$ cat src/rtl/alu_writeback_unit_pkg.sv
// Shared types and defaults for the ALU writeback stage.
package alu_writeback_unit_pkg;

    localparam int DEF_REG_ADDR_W = 5;
    localparam int DEF_DATA_W     = 32;
    localparam int WR_COUNT_W     = 16;

    // Write sequencing states: a wide result parks its HI word in PEND_HI.
    typedef enum logic [0:0] {
        WB_IDLE    = 1'b0,
        WB_PEND_HI = 1'b1
    } wb_state_e;

    // Architectural flag bundle, MSB first: {carry, zero, sign, ovf}.
    typedef struct packed {
        logic carry;
        logic zero;
        logic sign;
        logic ovf;
    } flags_t;

endpackage : alu_writeback_unit_pkg

$ cat src/rtl/alu_writeback_unit_if.sv
// ALU-to-writeback result bus with valid/ready handshake.
interface alu_writeback_unit_if #(
    parameter int REG_ADDR_W = 5,
    parameter int DATA_W     = 32
);

    logic                  wb_valid;
    logic                  wb_ready;
    logic [REG_ADDR_W-1:0] wb_rd;
    logic                  wb_is_wide;
    logic [DATA_W-1:0]     wb_lo;
    logic [DATA_W-1:0]     wb_hi;
    logic                  wb_flag_en;
    logic                  wb_carry;
    logic                  wb_zero;
    logic                  wb_sign;
    logic                  wb_ovf;

    // ALU side: offers results, observes back-pressure.
    modport master (
        output wb_valid, wb_rd, wb_is_wide, wb_lo, wb_hi,
        output wb_flag_en, wb_carry, wb_zero, wb_sign, wb_ovf,
        input  wb_ready
    );

    // Writeback side: consumes results, drives back-pressure.
    modport slave (
        input  wb_valid, wb_rd, wb_is_wide, wb_lo, wb_hi,
        input  wb_flag_en, wb_carry, wb_zero, wb_sign, wb_ovf,
        output wb_ready
    );

endinterface : alu_writeback_unit_if

$ cat src/rtl/alu_writeback_unit_wb_flag_reg.sv
// Architectural flag register: loads all four flags together when enabled.
module wb_flag_reg
    import alu_writeback_unit_pkg::*;
(
    input  logic   clk,
    input  logic   rst_n,
    input  logic   load,
    input  flags_t d,
    output flags_t q
);

    // Flag storage; holds unless a flag-updating result is accepted.
    always_ff @(posedge clk or negedge rst_n) begin
        // NOTE: sequential state uses non-blocking (<=) so every register
        // samples pre-edge values regardless of process ordering.
        if (!rst_n) begin
            q <= '0;
        end else if (load) begin
            q <= d;
        end
    end

endmodule : wb_flag_reg

$ cat src/rtl/alu_writeback_unit.sv
// ALU writeback stage: issues register-file writes (LO, then HI for wide
// results), back-pressures the ALU while HI is pending, owns the flags.
module alu_writeback_unit
    import alu_writeback_unit_pkg::*;
#(
    parameter int REG_ADDR_W   = DEF_REG_ADDR_W,
    parameter int DATA_W       = DEF_DATA_W,
    parameter int R0_READ_ONLY = 1
) (
    input  logic                  clk,
    input  logic                  rst_n,
    alu_writeback_unit_if.slave   wb,
    input  logic                  flush,
    output logic                  rf_we,
    output logic [REG_ADDR_W-1:0] rf_waddr,
    output logic [DATA_W-1:0]     rf_wdata,
    output logic                  flag_carry,
    output logic                  flag_zero,
    output logic                  flag_sign,
    output logic                  flag_ovf,
    output logic [WR_COUNT_W-1:0] wr_count
);

    wb_state_e             state_q, state_d;
    logic [REG_ADDR_W-1:0] hi_addr_q, hi_addr_d;
    logic [DATA_W-1:0]     hi_data_q, hi_data_d;

    logic                  accept;
    logic                  wr_fire;
    logic                  we_d;
    logic [REG_ADDR_W-1:0] wr_addr;
    logic [DATA_W-1:0]     wr_data;

    flags_t                flags_d, flags_q;

    assign wb.wb_ready = (state_q == WB_IDLE);
    assign accept      = wb.wb_valid && wb.wb_ready && !flush;

    // Next-state and write selection for the LO/HI sequencer.
    always_comb begin
        // NOTE: every output of this block gets a default first so no
        // path leaves it unassigned and no latch is inferred.
        state_d   = state_q;
        hi_addr_d = hi_addr_q;
        hi_data_d = hi_data_q;
        wr_fire   = 1'b0;
        wr_addr   = rf_waddr;
        wr_data   = rf_wdata;

        unique case (state_q)
            WB_IDLE: begin
                if (accept) begin
                    wr_fire = 1'b1;
                    wr_addr = wb.wb_rd;
                    wr_data = wb.wb_lo;
                    if (wb.wb_is_wide) begin
                        // HI target wraps naturally at the address width.
                        hi_addr_d = wb.wb_rd + REG_ADDR_W'(1);
                        hi_data_d = wb.wb_hi;
                        state_d   = WB_PEND_HI;
                    end
                end
            end
            WB_PEND_HI: begin
                // New offers are ignored here; flush drops the HI word.
                state_d = WB_IDLE;
                if (!flush) begin
                    wr_fire = 1'b1;
                    wr_addr = hi_addr_q;
                    wr_data = hi_data_q;
                end
            end
            default: state_d = WB_IDLE;
        endcase

        // Writes to r0 still move address/data but never strobe.
        we_d = wr_fire && !((R0_READ_ONLY != 0) && (wr_addr == '0));
    end

    // Sequencer state and pending HI word.
    always_ff @(posedge clk or negedge rst_n) begin
        if (!rst_n) begin
            state_q   <= WB_IDLE;
            hi_addr_q <= '0;
            hi_data_q <= '0;
        end else begin
            state_q   <= state_d;
            hi_addr_q <= hi_addr_d;
            hi_data_q <= hi_data_d;
        end
    end

    // Registered register-file write port and issued-write counter.
    always_ff @(posedge clk or negedge rst_n) begin
        if (!rst_n) begin
            rf_we    <= 1'b0;
            rf_waddr <= '0;
            rf_wdata <= '0;
            wr_count <= '0;
        end else begin
            rf_we    <= we_d;
            rf_waddr <= wr_addr;
            rf_wdata <= wr_data;
            if (we_d) begin
                wr_count <= wr_count + WR_COUNT_W'(1);
            end
        end
    end

    assign flags_d = {wb.wb_carry, wb.wb_zero, wb.wb_sign, wb.wb_ovf};

    wb_flag_reg u_flag_reg (
        .clk   (clk),
        .rst_n (rst_n),
        .load  (accept && wb.wb_flag_en),
        .d     (flags_d),
        .q     (flags_q)
    );

    assign flag_carry = flags_q.carry;
    assign flag_zero  = flags_q.zero;
    assign flag_sign  = flags_q.sign;
    assign flag_ovf   = flags_q.ovf;

endmodule : alu_writeback_unit

$ cat src/flat_wrapper.sv
// flat-port wrapper written by rule: the top's interface ports become plain ports
module alu_writeback_unit_flat import alu_writeback_unit_pkg::*;
#(
    parameter int REG_ADDR_W   = DEF_REG_ADDR_W,
    parameter int DATA_W       = DEF_DATA_W,
    parameter int R0_READ_ONLY = 1
)
  (clk, rst_n, flush, rf_we, rf_waddr, rf_wdata, flag_carry, flag_zero, flag_sign, flag_ovf, wr_count, wb_wb_valid, wb_wb_rd, wb_wb_is_wide, wb_wb_lo, wb_wb_hi, wb_wb_flag_en, wb_wb_carry, wb_wb_zero, wb_wb_sign, wb_wb_ovf, wb_wb_ready);
  alu_writeback_unit_if #(.REG_ADDR_W(REG_ADDR_W), .DATA_W(DATA_W)) wb_i ();
  input  logic clk;
  input  logic rst_n;
  input  logic flush;
  output logic rf_we;
  output logic [REG_ADDR_W-1:0] rf_waddr;
  output logic [DATA_W-1:0] rf_wdata;
  output logic flag_carry;
  output logic flag_zero;
  output logic flag_sign;
  output logic flag_ovf;
  output logic [WR_COUNT_W-1:0] wr_count;
  input wire logic [$bits(wb_i.wb_valid)-1:0] wb_wb_valid;
  input wire logic [$bits(wb_i.wb_rd)-1:0] wb_wb_rd;
  input wire logic [$bits(wb_i.wb_is_wide)-1:0] wb_wb_is_wide;
  input wire logic [$bits(wb_i.wb_lo)-1:0] wb_wb_lo;
  input wire logic [$bits(wb_i.wb_hi)-1:0] wb_wb_hi;
  input wire logic [$bits(wb_i.wb_flag_en)-1:0] wb_wb_flag_en;
  input wire logic [$bits(wb_i.wb_carry)-1:0] wb_wb_carry;
  input wire logic [$bits(wb_i.wb_zero)-1:0] wb_wb_zero;
  input wire logic [$bits(wb_i.wb_sign)-1:0] wb_wb_sign;
  input wire logic [$bits(wb_i.wb_ovf)-1:0] wb_wb_ovf;
  output wire logic [$bits(wb_i.wb_ready)-1:0] wb_wb_ready;
  assign wb_i.wb_valid = wb_wb_valid;
  assign wb_i.wb_rd = wb_wb_rd;
  assign wb_i.wb_is_wide = wb_wb_is_wide;
  assign wb_i.wb_lo = wb_wb_lo;
  assign wb_i.wb_hi = wb_wb_hi;
  assign wb_i.wb_flag_en = wb_wb_flag_en;
  assign wb_i.wb_carry = wb_wb_carry;
  assign wb_i.wb_zero = wb_wb_zero;
  assign wb_i.wb_sign = wb_wb_sign;
  assign wb_i.wb_ovf = wb_wb_ovf;
  assign wb_wb_ready = wb_i.wb_ready;
  alu_writeback_unit #(.REG_ADDR_W(REG_ADDR_W), .DATA_W(DATA_W), .R0_READ_ONLY(R0_READ_ONLY)) u_core (.clk(clk), .rst_n(rst_n), .wb(wb_i), .flush(flush), .rf_we(rf_we), .rf_waddr(rf_waddr), .rf_wdata(rf_wdata), .flag_carry(flag_carry), .flag_zero(flag_zero), .flag_sign(flag_sign), .flag_ovf(flag_ovf), .wr_count(wr_count));
endmodule
$ cat config.mk
export PLATFORM = sky130hd
export DESIGN_NAME = alu_writeback_unit_flat
export DESIGN_NICKNAME = d
export VERILOG_FILES = /design/src/rtl/alu_writeback_unit_pkg.sv /design/src/rtl/alu_writeback_unit_if.sv /design/src/rtl/alu_writeback_unit_wb_flag_reg.sv /design/src/rtl/alu_writeback_unit.sv /design/src/flat_wrapper.sv
export SDC_FILE = /design/constraint.sdc
export NUM_CORES = 1
export LEC_CHECK = 0
export ABC_AREA = 1
export BUFFER_PORTS_ARGS = -buffer_cell sky130_fd_sc_hd__buf_2
export CELL_PAD_IN_SITES_DETAIL_PLACEMENT = 1
export CELL_PAD_IN_SITES_GLOBAL_PLACEMENT = 2
export CORE_MARGIN = 5
export CORE_UTILIZATION = 29
export DETAILED_ROUTE_END_ITERATION = 12
export PLACE_DENSITY = 0.88
export RECOVER_POWER = 50
export SYNTH_ARGS = -nofsm -noshare
export SYNTH_HDL_FRONTEND = slang
export SYNTH_SLANG_ARGS = --single-unit
$ cat constraint.sdc
create_clock -name clk -period 1.6 [get_ports clk]
set_input_delay 0.24 -clock clk [delete_from_list [all_inputs] [get_ports clk]]
set_output_delay 0.24 -clock clk [all_outputs]
set_load 0.02 [all_outputs]
# Word level (Yosys, flattened, before mapping)
# Index checks and enable logic that the tools add are counted.
[word_totals]
reg_bits = 96
inputBits = 79
out_inout_bits = 59
word_cells = 37
[op_classes]
addsub = 2
n_eq_ne = 2
mux = 12
n_bitwise = 1
n_reduce_logical = 9
[ops]
columns = ["cell", "count"]
rows = [
  ["$mux 32", 2],
  ["$pmux 32 s2", 1],
  ["$add 16x1->16 const B", 1],
  ["$mux 5", 2],
  ["$pmux 5 s2", 1],
  ["$add 5x1->5 const B", 1],
  ["$logic_not 5->1", 1],
  ["$logic_and 1x1->1", 4],
  ["$mux 1", 4],
  ["$ne 2x2->1 const B", 2],
  ["$pmux 1 s2", 2],
  ["$reduce_and 3->1", 1],
  ["$logic_not 1->1", 2],
  ["$reduce_and 2->1", 1],
  ["$not 1->1", 1],
]

# Depth between registers and ports, before layout
[logic_depth]
ltp_word = 8
depth_mapped = 12

# Hierarchy
# From an unflattened synthesis, not the netlist that was laid out.
[unflattened]
cells_unflattened = 550
hier_area_um2 = 4504.3
[by_module_without_submodules]
columns = ["module", "instances", "cells_each", "area_each_um2", "seq_area_each_um2"]
rows = [
  ["alu_writeback_unit", 1, 533, 4355.4, 2302.2],
  ["wb_flag_reg", 1, 17, 148.9, 100.1],
]

# Worst setup path after synthesis
# No wires, ideal clock.
[synth_timing]
path_type = "reg2reg"
start = "reg u_core.wr_count[0]"
end = "reg u_core.wr_count[14]"
t_arrival_ns = 1.368
required_ns = 1.483
setup_slack_ns = 0.115
stages_incl_launch_ff = 8
path_buffers = 0
synth_period_minus_slack_ns = 1.485
path_cell_list = "dfrtp_1 > ha_1 > nand3_1 > nor2_1 > nand3_1 > xnor2_1 > nand3_1 > nand2_1"
[synth_via]
elab_chain_cells = 1
[synth_rtl]
columns = ["item", "line_no", "text"]
rows = [
  ["from (decl)", "alu_writeback_unit.sv:21", "output logic [WR_COUNT_W-1:0] wr_count"],
  ["from (signal assigned)", "alu_writeback_unit.sv:105", "wr_count <= wr_count + WR_COUNT_W'(1);"],
  ["$add 16x1->16", "alu_writeback_unit.sv:105", ""],
]
# No other way between the ends.
# A chain may end at the register's enable or synchronous reset.

# Final worst setup path
[layout_timing]
start = "reg u_core.state_q"
end = "out wb_wb_ready"
[layout_via]
elab_chain_cells = 1
[layout_rtl]
columns = ["item", "line_no", "text"]
rows = [
  ["from (decl)", "alu_writeback_unit.sv:24", "wb_state_e state_q, state_d;"],
  ["from (signal assigned)", "alu_writeback_unit.sv:87", "state_q <= state_d;"],
  ["$not 1->1", "n/a", ""],
  ["to (decl)", "flat_wrapper.sv:31", "output wire logic [$bits(wb_i.wb_ready)-1:0] wb_wb_ready;"],
]
# No other way between the ends.

==> impl_metrics.yaml <==
min_path:
  holdCritPathClass: "in -> reg"
  hold_depth: 3
  min_to: "u_core.hi_data_q[0]"
  worstHoldStart: "wb_wb_hi[0]"
power_and_ir_drop:
  clkPwrFrac_pct: 35.8
  p_switching_mw: 2.15
  internal-power_mw: 4.93
  switching_share_pct: 30.4
  combPwrFrac_pct: 20.6
  cellLeakagePower_nw: 2.96
  power_frac_seq_pct: 43.7
  total_power_mw: 7.08
  ir_drop_v: 0.000517
  power_density_mw_per_mm2: 1230
die:
  die_w_um: 133
  io_pins: 138
  die-height_um: 133
  start_util_pct: 29.2
  die-area_mm2: 0.0178
  core-area_mm2: 0.0151
  rows: 45
logic_synthesis:
  synth_fa_ha_area_share_pct: 0.567
  yosysSeqAreaShare_pct: 54.5
  synth.area.top_cells: "dfrtp_1 (54%), nand2_1 (20%), a31oi_1 (4.5%)"
  syn_avg_cell_area_um2: 8.25
  syn_nets: 616
  synthMuxAreaShare_pct: 1.02
  synth_compound_area_share_pct: 5.79
  synth_top_family_by_area: "simple AND/OR/NAND/NOR gates"
  yosysWarningCount: 0
  syn_inst: 535
  synthesis.area_mm2: 0.00441
  synth.distinct_cells: 24
  synth_top_cell_by_area: "dfrtp_1"
  synth_top_area_share_pct: 54.5
  synthSimpleGateAreaFrac_pct: 30.1
  synth_xor_area_share_pct: 2.98
  synth-seq-cells: 96
clock_network:
  cts_tree: "yes"
  clockBufferDepth: 2
  clock_latency_ps: 350
  cts_inserted_buffers: 9
  clkSlewWorstSetupHoldPaths_ps: 70
  cts_max_level: 3
  cts_root_buffer: "clkbuf_16"
  cts_sinks: 96
sta:
  holdWs_ps: 81.1
  clock_skew_ps: 8.65
  fmax_ghz: 0.649
  grt_setup_unrepaired: "yes"
  setup_tns_ps: 0
  setup_viol: 0
  post-route-period-util_pct: 96.2
  report.final.slew_viol_count: 0
  worst-slew-pin-transition_ps: 637
  finalHoldViolations: 0
  slew_headroom_pct: 57.5
  period_needed_ps: 1540
critical_path:
  critPathArrivalTime_ps: 1300
  critPathLaunchType: "flip-flop"
  worstRegToRegCells: 8
  path_class: "reg -> out"
  reg2reg_setup_slack_ps: 110
  rr_endpoint: "u_core.wr_count[14]"
  required_ps: 1360
  end_kind: "output port"
  critical-path-top-delay-family: "buffers and inverters"
  rr_startpoint: "u_core.state_q"
  slowest_delay_ps: 470
  worst-path-buf-inv: 3
  critical_path.slowest_cell: "dfrtp_2"
  cp_cell_sequence: "clkinv_4, buf_12, buf_2"
  worstPathMaxFanout: 17
route:
  routedWlPerCell_um: 15.8
  vias: 4132
  dr.first_iter.drc_count: 200
  vias_per_cell: 4.75
  firstDrtPassIters: 4
  ant_nets: 0
  drcViolationCount: 0
  wl_um: 13800
run_status:
  status: "completed"
global_route:
  antenna_found_initial: 1
  grt_max_degree: 45
  grt_pass1_vias: 4495
  grt_usage_pct: 15.9
  grt_pass1_wl_um: 22500
  grt_overflow: 0
final_layout:
  design_area_mm2: 0.00576
  area_growth_pct: 30.5
  layout.nets: 756
  drive_gt1_share_pct: 24.1
  fillers: 1864
placement:
  dpl.hpwl_um: 9970
  portBuffers: 137
  post_dp_cell_area_mm2: 0.00536
  gp_congestion: 0.782
run:
  maxCapViolations: 0
-- sequential cells by signal, indices dropped and copies added (netlist names) --
name                 count
u_core.hi_data_q        32
u_core.rf_wdata         32
u_core.wr_count         16
u_core.hi_addr_q         5
u_core.rf_waddr          5
u_core.u_flag_reg.q      4
u_core.rf_we             1
u_core.state_q           1
-- per-stage QoR --
stage               util [%]  instances  setup slack (ps)
global placement        35.5        848              26.9
finish                  38.2        869              60.3
CTS                     38.2        866              4.83
detailed placement      35.5        848             -47.8
global route            38.2        869             -15.1
floorplan                  -        535               115
-- worst reg2reg max path: stages (launching register included) --
cell      delay, ps
dfrtp_2         470
clkinv_4        120
nand3_1          90
nand2_1         160
nand2_1          90
nor2_2          130
nand2_4         140
nand3_1         110
nand2_1          60
-- synthesized netlist by cell type --
cell type / number
nand2_1: 234
dfrtp_1: 96
nor2_1: 45
nand3_1: 40
a31oi_1: 32
inv_1: 18
clkbuf_1: 13
buf_2: 10
xnor2_1: 8
xor2_1: 7
nand2_2: 5
buf_6: 4
mux2_2: 4
o21ai_0: 4
inv_2: 3
nand4_1: 3
ha_1: 2
a21oi_2: 1
clkinv_1: 1
nand3_4: 1
nor2_2: 1
nor3_1: 1
o21bai_1: 1
o21bai_4: 1
-- cell usage in the layout (no fill, tap or decap), types with 2 or more instances in the layout --
cell type | netlist | layout
a31oi_1 | 32 | 32
buf_12 | 0 | 4
buf_2 | 10 | 115
buf_4 | 0 | 9
buf_6 | 4 | 3
bufinv_16 | 0 | 3
clkbuf_1 | 13 | 22
clkbuf_16 | 0 | 9
clkinv_4 | 0 | 2
dfrtp_1 | 96 | 95
ha_1 | 2 | 2
inv_1 | 18 | 18
inv_2 | 3 | 2
mux2_2 | 4 | 4
nand2_1 | 234 | 237
nand3_1 | 40 | 40
nand4_1 | 3 | 3
nor2_1 | 45 | 44
nor2_2 | 1 | 2
o21ai_0 | 4 | 4
xnor2_1 | 8 | 8
xor2_1 | 7 | 7
-- power by group through the flow --
stage	logic, mW	registers (mW)	clock network [mW]
detailed placement	1.47	3.14	0
global route	1.63	3.15	2.72
finish	1.46	3.10	2.53
CTS	1.50	3.10	2.61
global placement	1.41	3.12	0
floorplan	0.608	3.35	0
-- cell families (layout without fill, tap and decap cells) --
family                   after synthesis  in the layout
AO/OA/AOI/OAI                         39             39
AND/OR/NAND/NOR                      330            330
other                                  0              1
multiplexers                           4              4
buffers and inverters                 49            194
XOR/XNOR                              15             15
flip-flops                            96             96
adder cells (fa/ha/maj)                2              2
-- worst max-delay path by stage --
stage / cells after the start / endpoint / from
floorplan: 7 / u_core.wr_count[14] / u_core.wr_count[0]
global placement: 11 / u_core.wr_count[4] / flush
detailed placement: 11 / u_core.wr_count[14] / flush
CTS: 3 / wb_wb_ready / u_core.state_q
global route: 7 / u_core.wr_count[14] / u_core.wr_count[0]
finish: 3 / wb_wb_ready / u_core.state_q
-- layer usage --
| layer | vias to the layer above | share of wire (%) | GRT usage [%] |
|---|---|---|---|
| li1 | 1985 | - | - |
| met1 | 2060 | 42 | 18.5 |
| met2 | 71 | 53 | 29.0 |
| met3 | 16 | 3.0 | 2.64 |
| met4 | 0 | 2.1 | 6.17 |
| met5 | - | 0 | 0 |
-- layout make-up --
class / count / area (µm²) / share of cell area (%)
timing repair buffer: 156 / 891 / 15.5
inverter: 22 / 87.6 / 1.52
clock buffer: 11 / 243 / 4.22
antenna: 1 / 2.50 / 0.0435
tap: 188 / 235 / 4.09
clock inverter: 5 / 104 / 1.80
multi-input combinational: 390 / 1790 / 31.1
sequential: 96 / 2400 / 41.8
-- timing repair --
| item | 4_1_cts | 5_1_grt |
|---|---|---|
| cloned | 1 | 0 |
| hold endpoints to repair | 22 | 0 |
| hold buffers | 1 | 0 |
| buffers inserted | 0 | 2 |
| resized for setup | 6 | 5 |
| setup endpoints to repair | 2 | 33 |
| pin swaps | 0 | 0 |
No activity file was read; power rests on OpenSTA's default activity.
